`config.mk`:
```
export PLATFORM = sky130hd
export DESIGN_NAME = wb_arbiter_flat
export DESIGN_NICKNAME = d
export VERILOG_FILES = /design/src/rtl/wb_arbiter_if.sv /design/src/rtl/wb_arbiter.sv /design/src/flat_wrapper.sv
export SDC_FILE = /design/constraint.sdc
export NUM_CORES = 1
export LEC_CHECK = 0
export ABC_AREA = 0
export ABC_CLOCK_PERIOD_IN_PS = 7500
export BUFFER_PORTS_ARGS = -buffer_cell sky130_fd_sc_hd__buf_2
export CORE_MARGIN = 2
export CORE_UTILIZATION = 27
export CTS_CLUSTER_DIAMETER = 40
export CTS_CLUSTER_SIZE = 28
export DETAILED_ROUTE_END_ITERATION = 12
export GPL_TIMING_DRIVEN = 0
export SETUP_SLACK_MARGIN = 0.3
export SLEW_MARGIN = 20
export SYNTH_ARGS = -nofsm -noshare
export SYNTH_HDL_FRONTEND = slang
export SYNTH_SLANG_ARGS = --single-unit
```
`constraint.sdc`:
```
create_clock -name clk -period 7.5 [get_ports clk]
set_clock_uncertainty 0.2 [all_clocks]
set_input_delay 1.5 -clock clk [delete_from_list [all_inputs] [get_ports clk]]
set_output_delay 1.5 -clock clk [all_outputs]
set_load 0.02 [all_outputs]
```
`src/rtl/wb_arbiter_if.sv`:
```
// Writeback arbiter bus: pipeline/multi-cycle result sources, scoreboard and
// register-file write port. master = upstream/driver side, slave = arbiter.
interface wb_arbiter_if;
  logic        pipe_write_in;
  logic [3:0]  pipe_rd_in;
  logic [31:0] pipe_data_in;
  logic        mc_issue;
  logic [3:0]  mc_issue_rd;
  logic        issue_ok;
  logic        mc_valid;
  logic [3:0]  mc_rd;
  logic [31:0] mc_data;
  logic        mc_ready;
  logic        rf_we;
  logic [3:0]  rf_waddr;
  logic [31:0] rf_wdata;
  logic [15:0] busy_mask;
  logic        stall_req;

  modport master (
    output pipe_write_in, pipe_rd_in, pipe_data_in,
    output mc_issue, mc_issue_rd, mc_valid, mc_rd, mc_data,
    input  issue_ok, mc_ready,
    input  rf_we, rf_waddr, rf_wdata, busy_mask, stall_req
  );

  modport slave (
    input  pipe_write_in, pipe_rd_in, pipe_data_in,
    input  mc_issue, mc_issue_rd, mc_valid, mc_rd, mc_data,
    output issue_ok, mc_ready,
    output rf_we, rf_waddr, rf_wdata, busy_mask, stall_req
  );
endinterface

```
`src/rtl/wb_arbiter.sv`:
```
// Merges pipeline and multi-cycle results onto one registered RF write port (1-cycle latency).
// Pipeline always wins; mc side is back-pressured via mc_ready and raises stall_req when starved.
module wb_arbiter #(
  parameter int unsigned STARVE_LIMIT = 4
) (
  input  logic         clk,
  input  logic         reset,
  wb_arbiter_if.slave  bus
);

  localparam logic [3:0] LIMIT = 4'(STARVE_LIMIT);

  logic [15:0] busy_q;
  logic [15:0] stale_q;
  logic [15:0] busy_d;
  logic [15:0] stale_d;
  logic [3:0]  starve_cnt;
  logic        stall_q;
  logic        rf_we_q;
  logic [3:0]  rf_waddr_q;
  logic [31:0] rf_wdata_q;
  logic        mc_hs;
  logic        mc_blocked;

  assign bus.mc_ready  = ~bus.pipe_write_in;
  assign bus.issue_ok  = ~busy_q[bus.mc_issue_rd];
  assign mc_hs         = bus.mc_valid & ~bus.pipe_write_in;
  assign mc_blocked    = bus.mc_valid & bus.pipe_write_in;

  assign bus.rf_we     = rf_we_q;
  assign bus.rf_waddr  = rf_waddr_q;
  assign bus.rf_wdata  = rf_wdata_q;
  assign bus.busy_mask = busy_q;
  assign bus.stall_req = stall_q;

  // Order matters: commit clears first, then a younger issue to the same rd re-sets busy.
  always_comb begin
    busy_d  = busy_q;
    stale_d = stale_q;
    if (mc_hs) begin
      busy_d[bus.mc_rd]  = 1'b0;
      stale_d[bus.mc_rd] = 1'b0;
    end
    if (bus.pipe_write_in && busy_q[bus.pipe_rd_in]) begin
      stale_d[bus.pipe_rd_in] = 1'b1;
    end
    if (bus.mc_issue) begin
      busy_d[bus.mc_issue_rd] = 1'b1;
    end
  end

  always_ff @(posedge clk) begin
    if (reset) begin
      rf_we_q    <= 1'b0;
      rf_waddr_q <= 4'd0;
      rf_wdata_q <= 32'd0;
      busy_q     <= 16'd0;
      stale_q    <= 16'd0;
      starve_cnt <= 4'd0;
      stall_q    <= 1'b0;
    end else begin
      busy_q  <= busy_d;
      stale_q <= stale_d;

      if (bus.pipe_write_in) begin
        rf_we_q    <= 1'b1;
        rf_waddr_q <= bus.pipe_rd_in;
        rf_wdata_q <= bus.pipe_data_in;
      end else if (mc_hs && !stale_q[bus.mc_rd]) begin
        rf_we_q    <= 1'b1;
        rf_waddr_q <= bus.mc_rd;
        rf_wdata_q <= bus.mc_data;
      end else begin
        // Superseded mc results and idle cycles leave address/data untouched.
        rf_we_q <= 1'b0;
      end

      if (mc_blocked) begin
        starve_cnt <= (starve_cnt == LIMIT) ? starve_cnt : starve_cnt + 4'd1;
      end else begin
        starve_cnt <= 4'd0;
      end

      // Stall holds until the starved result finally commits (or is withdrawn).
      if (mc_hs || !bus.mc_valid) begin
        stall_q <= 1'b0;
      end else if (starve_cnt == LIMIT) begin
        stall_q <= 1'b1;
      end
    end
  end

endmodule

```
`src/flat_wrapper.sv`:
```
// flat-port wrapper written by rule: the top's interface ports become plain ports
module wb_arbiter_flat 
#(
  parameter int unsigned STARVE_LIMIT = 4
)
  (clk, reset, bus_pipe_write_in, bus_pipe_rd_in, bus_pipe_data_in, bus_mc_issue, bus_mc_issue_rd, bus_mc_valid, bus_mc_rd, bus_mc_data, bus_issue_ok, bus_mc_ready, bus_rf_we, bus_rf_waddr, bus_rf_wdata, bus_busy_mask, bus_stall_req);
  wb_arbiter_if bus_i ();
  input  logic clk;
  input  logic reset;
  input wire logic [$bits(bus_i.pipe_write_in)-1:0] bus_pipe_write_in;
  input wire logic [$bits(bus_i.pipe_rd_in)-1:0] bus_pipe_rd_in;
  input wire logic [$bits(bus_i.pipe_data_in)-1:0] bus_pipe_data_in;
  input wire logic [$bits(bus_i.mc_issue)-1:0] bus_mc_issue;
  input wire logic [$bits(bus_i.mc_issue_rd)-1:0] bus_mc_issue_rd;
  input wire logic [$bits(bus_i.mc_valid)-1:0] bus_mc_valid;
  input wire logic [$bits(bus_i.mc_rd)-1:0] bus_mc_rd;
  input wire logic [$bits(bus_i.mc_data)-1:0] bus_mc_data;
  output wire logic [$bits(bus_i.issue_ok)-1:0] bus_issue_ok;
  output wire logic [$bits(bus_i.mc_ready)-1:0] bus_mc_ready;
  output wire logic [$bits(bus_i.rf_we)-1:0] bus_rf_we;
  output wire logic [$bits(bus_i.rf_waddr)-1:0] bus_rf_waddr;
  output wire logic [$bits(bus_i.rf_wdata)-1:0] bus_rf_wdata;
  output wire logic [$bits(bus_i.busy_mask)-1:0] bus_busy_mask;
  output wire logic [$bits(bus_i.stall_req)-1:0] bus_stall_req;
  assign bus_i.pipe_write_in = bus_pipe_write_in;
  assign bus_i.pipe_rd_in = bus_pipe_rd_in;
  assign bus_i.pipe_data_in = bus_pipe_data_in;
  assign bus_i.mc_issue = bus_mc_issue;
  assign bus_i.mc_issue_rd = bus_mc_issue_rd;
  assign bus_i.mc_valid = bus_mc_valid;
  assign bus_i.mc_rd = bus_mc_rd;
  assign bus_i.mc_data = bus_mc_data;
  assign bus_issue_ok = bus_i.issue_ok;
  assign bus_mc_ready = bus_i.mc_ready;
  assign bus_rf_we = bus_i.rf_we;
  assign bus_rf_waddr = bus_i.rf_waddr;
  assign bus_rf_wdata = bus_i.rf_wdata;
  assign bus_busy_mask = bus_i.busy_mask;
  assign bus_stall_req = bus_i.stall_req;
  wb_arbiter #(.STARVE_LIMIT(STARVE_LIMIT)) u_core (.clk(clk), .reset(reset), .bus(bus_i));
endmodule
```
# Word level (Yosys, flattened, before mapping)
# Index checks and enable logic that the tools add are counted.
totals:
  register_bits: 74
  elab_cells: 58
classes:
  addsub: 1
  n_lt_le_gt_ge: 6
  eq_ne: 1
  muxes: 22
  bitwise: 10
  n_reduce_logical: 11
ops:
  columns: ["operator", "n"]
  rows:
  - ["$mux 16", 4]
  - ["$mux 32", 2]
  - ["$and 16x16->16", 2]
  - ["$or 16x16->16", 2]
  - ["$not 16->16", 1]
  - ["$lt 4x5->1 const B", 3]
  - ["$bmux 1 s4", 3]
  - ["$demux 1 s4", 3]
  - ["$ge 4x1->1 const B", 3]
  - ["$mux 1", 8]
  - ["$mux 4", 2]
  - ["$logic_and 1x1->1", 5]
  - ["$add 4x1->4 const B", 1]
  - ["$eq 4x3->1 const B", 1]
  - ["$reduce_or 2->1", 2]
  - ["$not 1->1", 3]
  - ["$and 1x1->1", 2]
  - ["$logic_not 1->1", 2]
  - ["$reduce_bool 2->1", 1]
  - ["$logic_or 1x1->1", 1]

# Logic depth before layout (Yosys ltp)
logic_depth:
  depth_word: 9
  mapped_depth: 7

# Least setup slack after synthesis
# OpenSTA, ideal clock, no wires.
synth_path:
  path_kind: "input -> output"
  startpoint: "in bus_mc_issue_rd[0]"
  endpoint: "out bus_issue_ok"
  arrival_time_ns: 2.947
  slack_ns: 2.853
  path_stages: 4
  path_cell_list: "clkbuf_1 mux4_2 mux4_2 inv_1"
synth_between:
  elab_chain_cells: 3
synth_rtl:
  columns: ["item", "line", "source"]
  rows:
  - ["from (decl)", "flat_wrapper.sv:14", "input wire logic [$bits(bus_i.mc_issue_rd)-1:0] bus_mc_issue_rd;"]
  - ["$bmux 1 s4", "wb_arbiter.sv:26", "assign bus.issue_ok = ~busy_q[bus.mc_issue_rd];"]
  - ["$mux 1 (not written as such)", "wb_arbiter.sv:26", null]
  - ["$not 1->1", "wb_arbiter.sv:26", null]
  - ["to (decl)", "flat_wrapper.sv:18", "output wire logic [$bits(bus_i.issue_ok)-1:0] bus_issue_ok;"]
# No other way between the ends. The select of a mux whose other input is x is not followed.

# Worst setup path after layout
# Ends and elaborated chain as after synthesis.

==> flow_summary_export.csv <==
group,metric,value,unit
status,status,"completed",
synthesis,mapped_cell_area,3950,um2
synthesis,yosysWarningCount,0,
worst_setup_path,path_buf_inv,3,
sta,max_clock_freq,0.208,GHz
clock_tree,clock_tree.root_cell,"sky130_fd_sc_hd__clkbuf_16",
worst_setup_path,timing.critical_path.max_delay_family,"multiplexers",
worst_setup_path,max_stage_delay,0.58,ns
pwr,totalPowerFinal,1.06,mW
pwr,internal-power,0.789,mW
pwr,power.ir.vdd_worst,0.000106,V
pwr,net_switching_share_of_the_total_power,25.9,%
place,gp_congestion,0.876,
grt,grtUsageTotal,15.6,%
route,antenna_left,0,
die,fp.dieArea,15600,um2
pwr,clock_power_share,44.7,%
synthesis,combinational_family_with_the_most_area_after_synthesis,"compound AO/OA/AOI/OAI gates",
clock_tree,holdBufCountCts,0,
pwr,p_seq_share,39.7,%
synthesis,synth-compound-area-share,25.9,%
pwr,power.density,207,nW/um2
place,placed_cells,693,
die,start_util,27.4,%
clock_tree,path_clk_slew,0.05,ns
clock_tree,clock_tree_from_tritoncts,"done",
worst_setup_path,worstPathRequired,5.80,ns
final_layout,stdcell_area,5150,um2
run,max_cap_violations,0,
final_layout,syn2layout_area_growth,30.4,%
place,placed_cell_area,4820,um2
synthesis,yosysUniqueCellTypes,42,
grt,grt_overflow_total,0,
synthesis,synth.ff_latch_count,74,
worst_hold_path,min-delay-path-class,"flip-flop to flip-flop",
clock_tree,htreeDepth,3,
pwr,power.switching,0.276,mW
clock_tree,cts_resized,0,
pwr,share_comb_of_total_power,15.6,%
grt,pin_count_of_the_biggest_net_entering_global_routing,13,
final_layout,final.fill_count,1465,
worst_setup_path,critPathArrivalTime,3.12,ns
place,place.port_buffers,128,
final_layout,drive_above_1_share,38.5,%
clock_tree,setup_repair_bufs_after_cts,0,
die,die_y,125,um
sta,timing.setup.tns,0,ns
sta,fin_worst_hold_slack,0.254,ns
synthesis,postSynth.asyncResetShare,0,%
sta,fin_crit,4.82,ns
synthesis,mean_syn_cell_area,10.4,um2
final_layout,seq_area,1480,um2
place,dp_hpwl,9.33,mm
grt,grt_pass1_vias,3621,
sta,worstMarginPinSlew,0.839,ns
sta,relSlewSlack,44.1,%
die,area_inside_the_core_boundary,14400,um2
synthesis,yosys_most_used_dff,"sky130_fd_sc_hd__dfxtp_1",
route,detail_route.wirelength,12.4,mm
sta,final_setup_violation_count,0,
sta,part_of_the_cycle_the_worst_path_needs,64.2,%
die,chipWidth,125,um
worst_setup_path,critical_path.max_fanout,8,
worst_setup_path,crit_path_top_delay_cell,"sky130_fd_sc_hd__mux4_2",
final_layout,layout.cells.most_common_list,"sky130_fd_sc_hd__buf_2 (135), sky130_fd_sc_hd__dfxtp_1 (74), sky130_fd_sc_hd__mux2i_1 (36)",
synthesis,synth_seq_area_share,37.5,%
worst_setup_path,worstPathCellList,"clkbuf_1, mux4_2, mux4_2, inv_1, buf_2",
synthesis,synthXorXnorAreaFrac,0.222,%
grt,grt_pass1_wl,19.6,mm
final_layout,multi_input_comb_area,2190,um2
clock_tree,cts.sink_count,74,
route,dr.first_iter.drc_count,228,
worst_setup_path,cp_common_cell,"sky130_fd_sc_hd__mux4_2",
clock_tree,worstSkewPairLatency,0.33,ns
synthesis,synth_edf_count,0,
route,firstDrtPassIters,5,
route,drc,0,
worst_setup_path,critPathKind,"input pin to output port",
worst_setup_path,end_kind,"output port",
synthesis,synthAdderAreaFrac,0.633,%
final_layout,layout.nets,603,
grt,antenna_found_initial,1,
sta,final_max_slew_viol_count,0,
route,drt-vias-per-instance,5.27,
worst_setup_path,start_kind,"input pin",
pwr,leakage,2.09,nW
synthesis,synth_simple_gate_area_share,12.7,%
die,row_count,44,
sta,final-hold-violation-count,0,
route,routed_via_count,3738,
clock_tree,ctsLongestPathBuffers,2,
clock_tree,numCtsBuffers,9,
die,i_o_pin_total,137,
synthesis,syn-num-nets,464,
synthesis,syn_inst_count,381,
route,drt-wirelength-per-cell,17.4,um
synthesis,synthMuxAreaShare,16.1,%
final_layout,finish.cell_count_without_fillers,709,
sta,grt_setup_unrepaired,"no",
final_layout,mostFrequentLayoutCell,"sky130_fd_sc_hd__buf_2",
logic make-up (layout without fill, tap and decap cells):
group                      count (synthesis)  in the layout
xor gates and xnor gates                   1              1
AOI/OAI and AO/OA                        113            113
other                                      0              1
muxes                                     48             48
and+or+nand+nor                           95             95
DFF                                       74             74
adders and majority gates                  2              2
buffers and inverters                     48            191
flip-flops by register name (all words and copies together), names as in the netlist:
register and flops:
u_core.bus.busy_mask 16, u_core.bus.stall_req 1, u_core.starve_cnt 4, u_core.bus.rf_we 1
u_core.bus.rf_wdata 32, u_core.bus.rf_waddr 4, u_core.stale_q 16
worst register-to-register path, delay by kind of cell, from the launching register on:
kind | cells | cell delay [ns]
AO/OA/AOI/OAI | 3 | 0.74
buffers and inverters | 2 | 0.33
flip-flops | 1 | 0.32
multiplexers | 1 | 0.51
layout make-up:
cell class              count  share of cell area, %
multi-input cells         259                   42.6
flip-flops and latches     74                   28.8
clock inverters             4                   1.46
diodes                      1                 0.0486
repair buffers            128                   12.4
inverters                   7                  0.510
plain buffers              41                   4.83
clock buffers              11                   4.91
well taps                 184                   4.47
cell usage after synthesis, drive strengths merged (2+ instances only):
| cell type | n | share of area [%] |
|---|---|---|
| nor4bb | 2 | 0.51 |
| nand3 | 5 | 0.63 |
| clkbuf | 26 | 2.5 |
| a211oi | 35 | 10 |
| nand3b | 16 | 3.0 |
| buf | 15 | 3.8 |
| o21ai | 14 | 1.8 |
| a311oi | 35 | 7.8 |
| ha | 2 | 0.63 |
| a21oi | 4 | 0.51 |
| mux2i | 36 | 9.1 |
| inv | 7 | 0.67 |
| a22oi | 15 | 3.2 |
| nor2 | 28 | 2.7 |
| mux4 | 12 | 6.9 |
| dfxtp | 74 | 37 |
| nand2 | 23 | 2.2 |
| a32oi | 5 | 1.1 |
| nor3 | 3 | 0.38 |
| nor2b | 7 | 1.1 |
worst paths after layout:
path,cells past startpoint,slack [ns],startpoint,end
setup reg to reg,6,5.25,u_core.stale_q[11]$_SDFF_PP0_,u_core.bus.rf_wdata[23]$_SDFFE_PP0P_
hold / removal,2,0.25,u_core.bus.stall_req$_SDFFE_PP0N_,u_core.bus.stall_req$_SDFFE_PP0N_
setup / recovery,5,2.68,bus_mc_issue_rd[0],bus_issue_ok
hold reg to reg,2,0.25,u_core.bus.stall_req$_SDFFE_PP0N_,u_core.bus.stall_req$_SDFFE_PP0N_
metal layers:
layer  GRT usage (%)  part of all wire (%)  up-vias
met5               0                     0        -
met4            4.38                   1.2        0
met3            4.02                   7.2       19
met2            25.4                    46      166
met1            20.5                    45     1790
li1                -                     -     1763
per-stage QoR:
stage,utilization [%],setup WS [ns]
after global routing,35.7,2.56
after floorplan,-,2.85
after CTS,35.7,2.66
after detailed placement,33.4,2.66
final,35.7,2.68
after global placement,33.4,2.71
power groups by stage:
stage,clock network (mW),registers [mW],logic [mW]
after global routing,0.504,0.425,0.180
final,0.476,0.423,0.166
after floorplan,0,0.451,0.0849
after detailed placement,0,0.432,0.168
after CTS,0.486,0.423,0.168
after global placement,0,0.431,0.164
No activity file was read; power rests on OpenSTA's default activity.
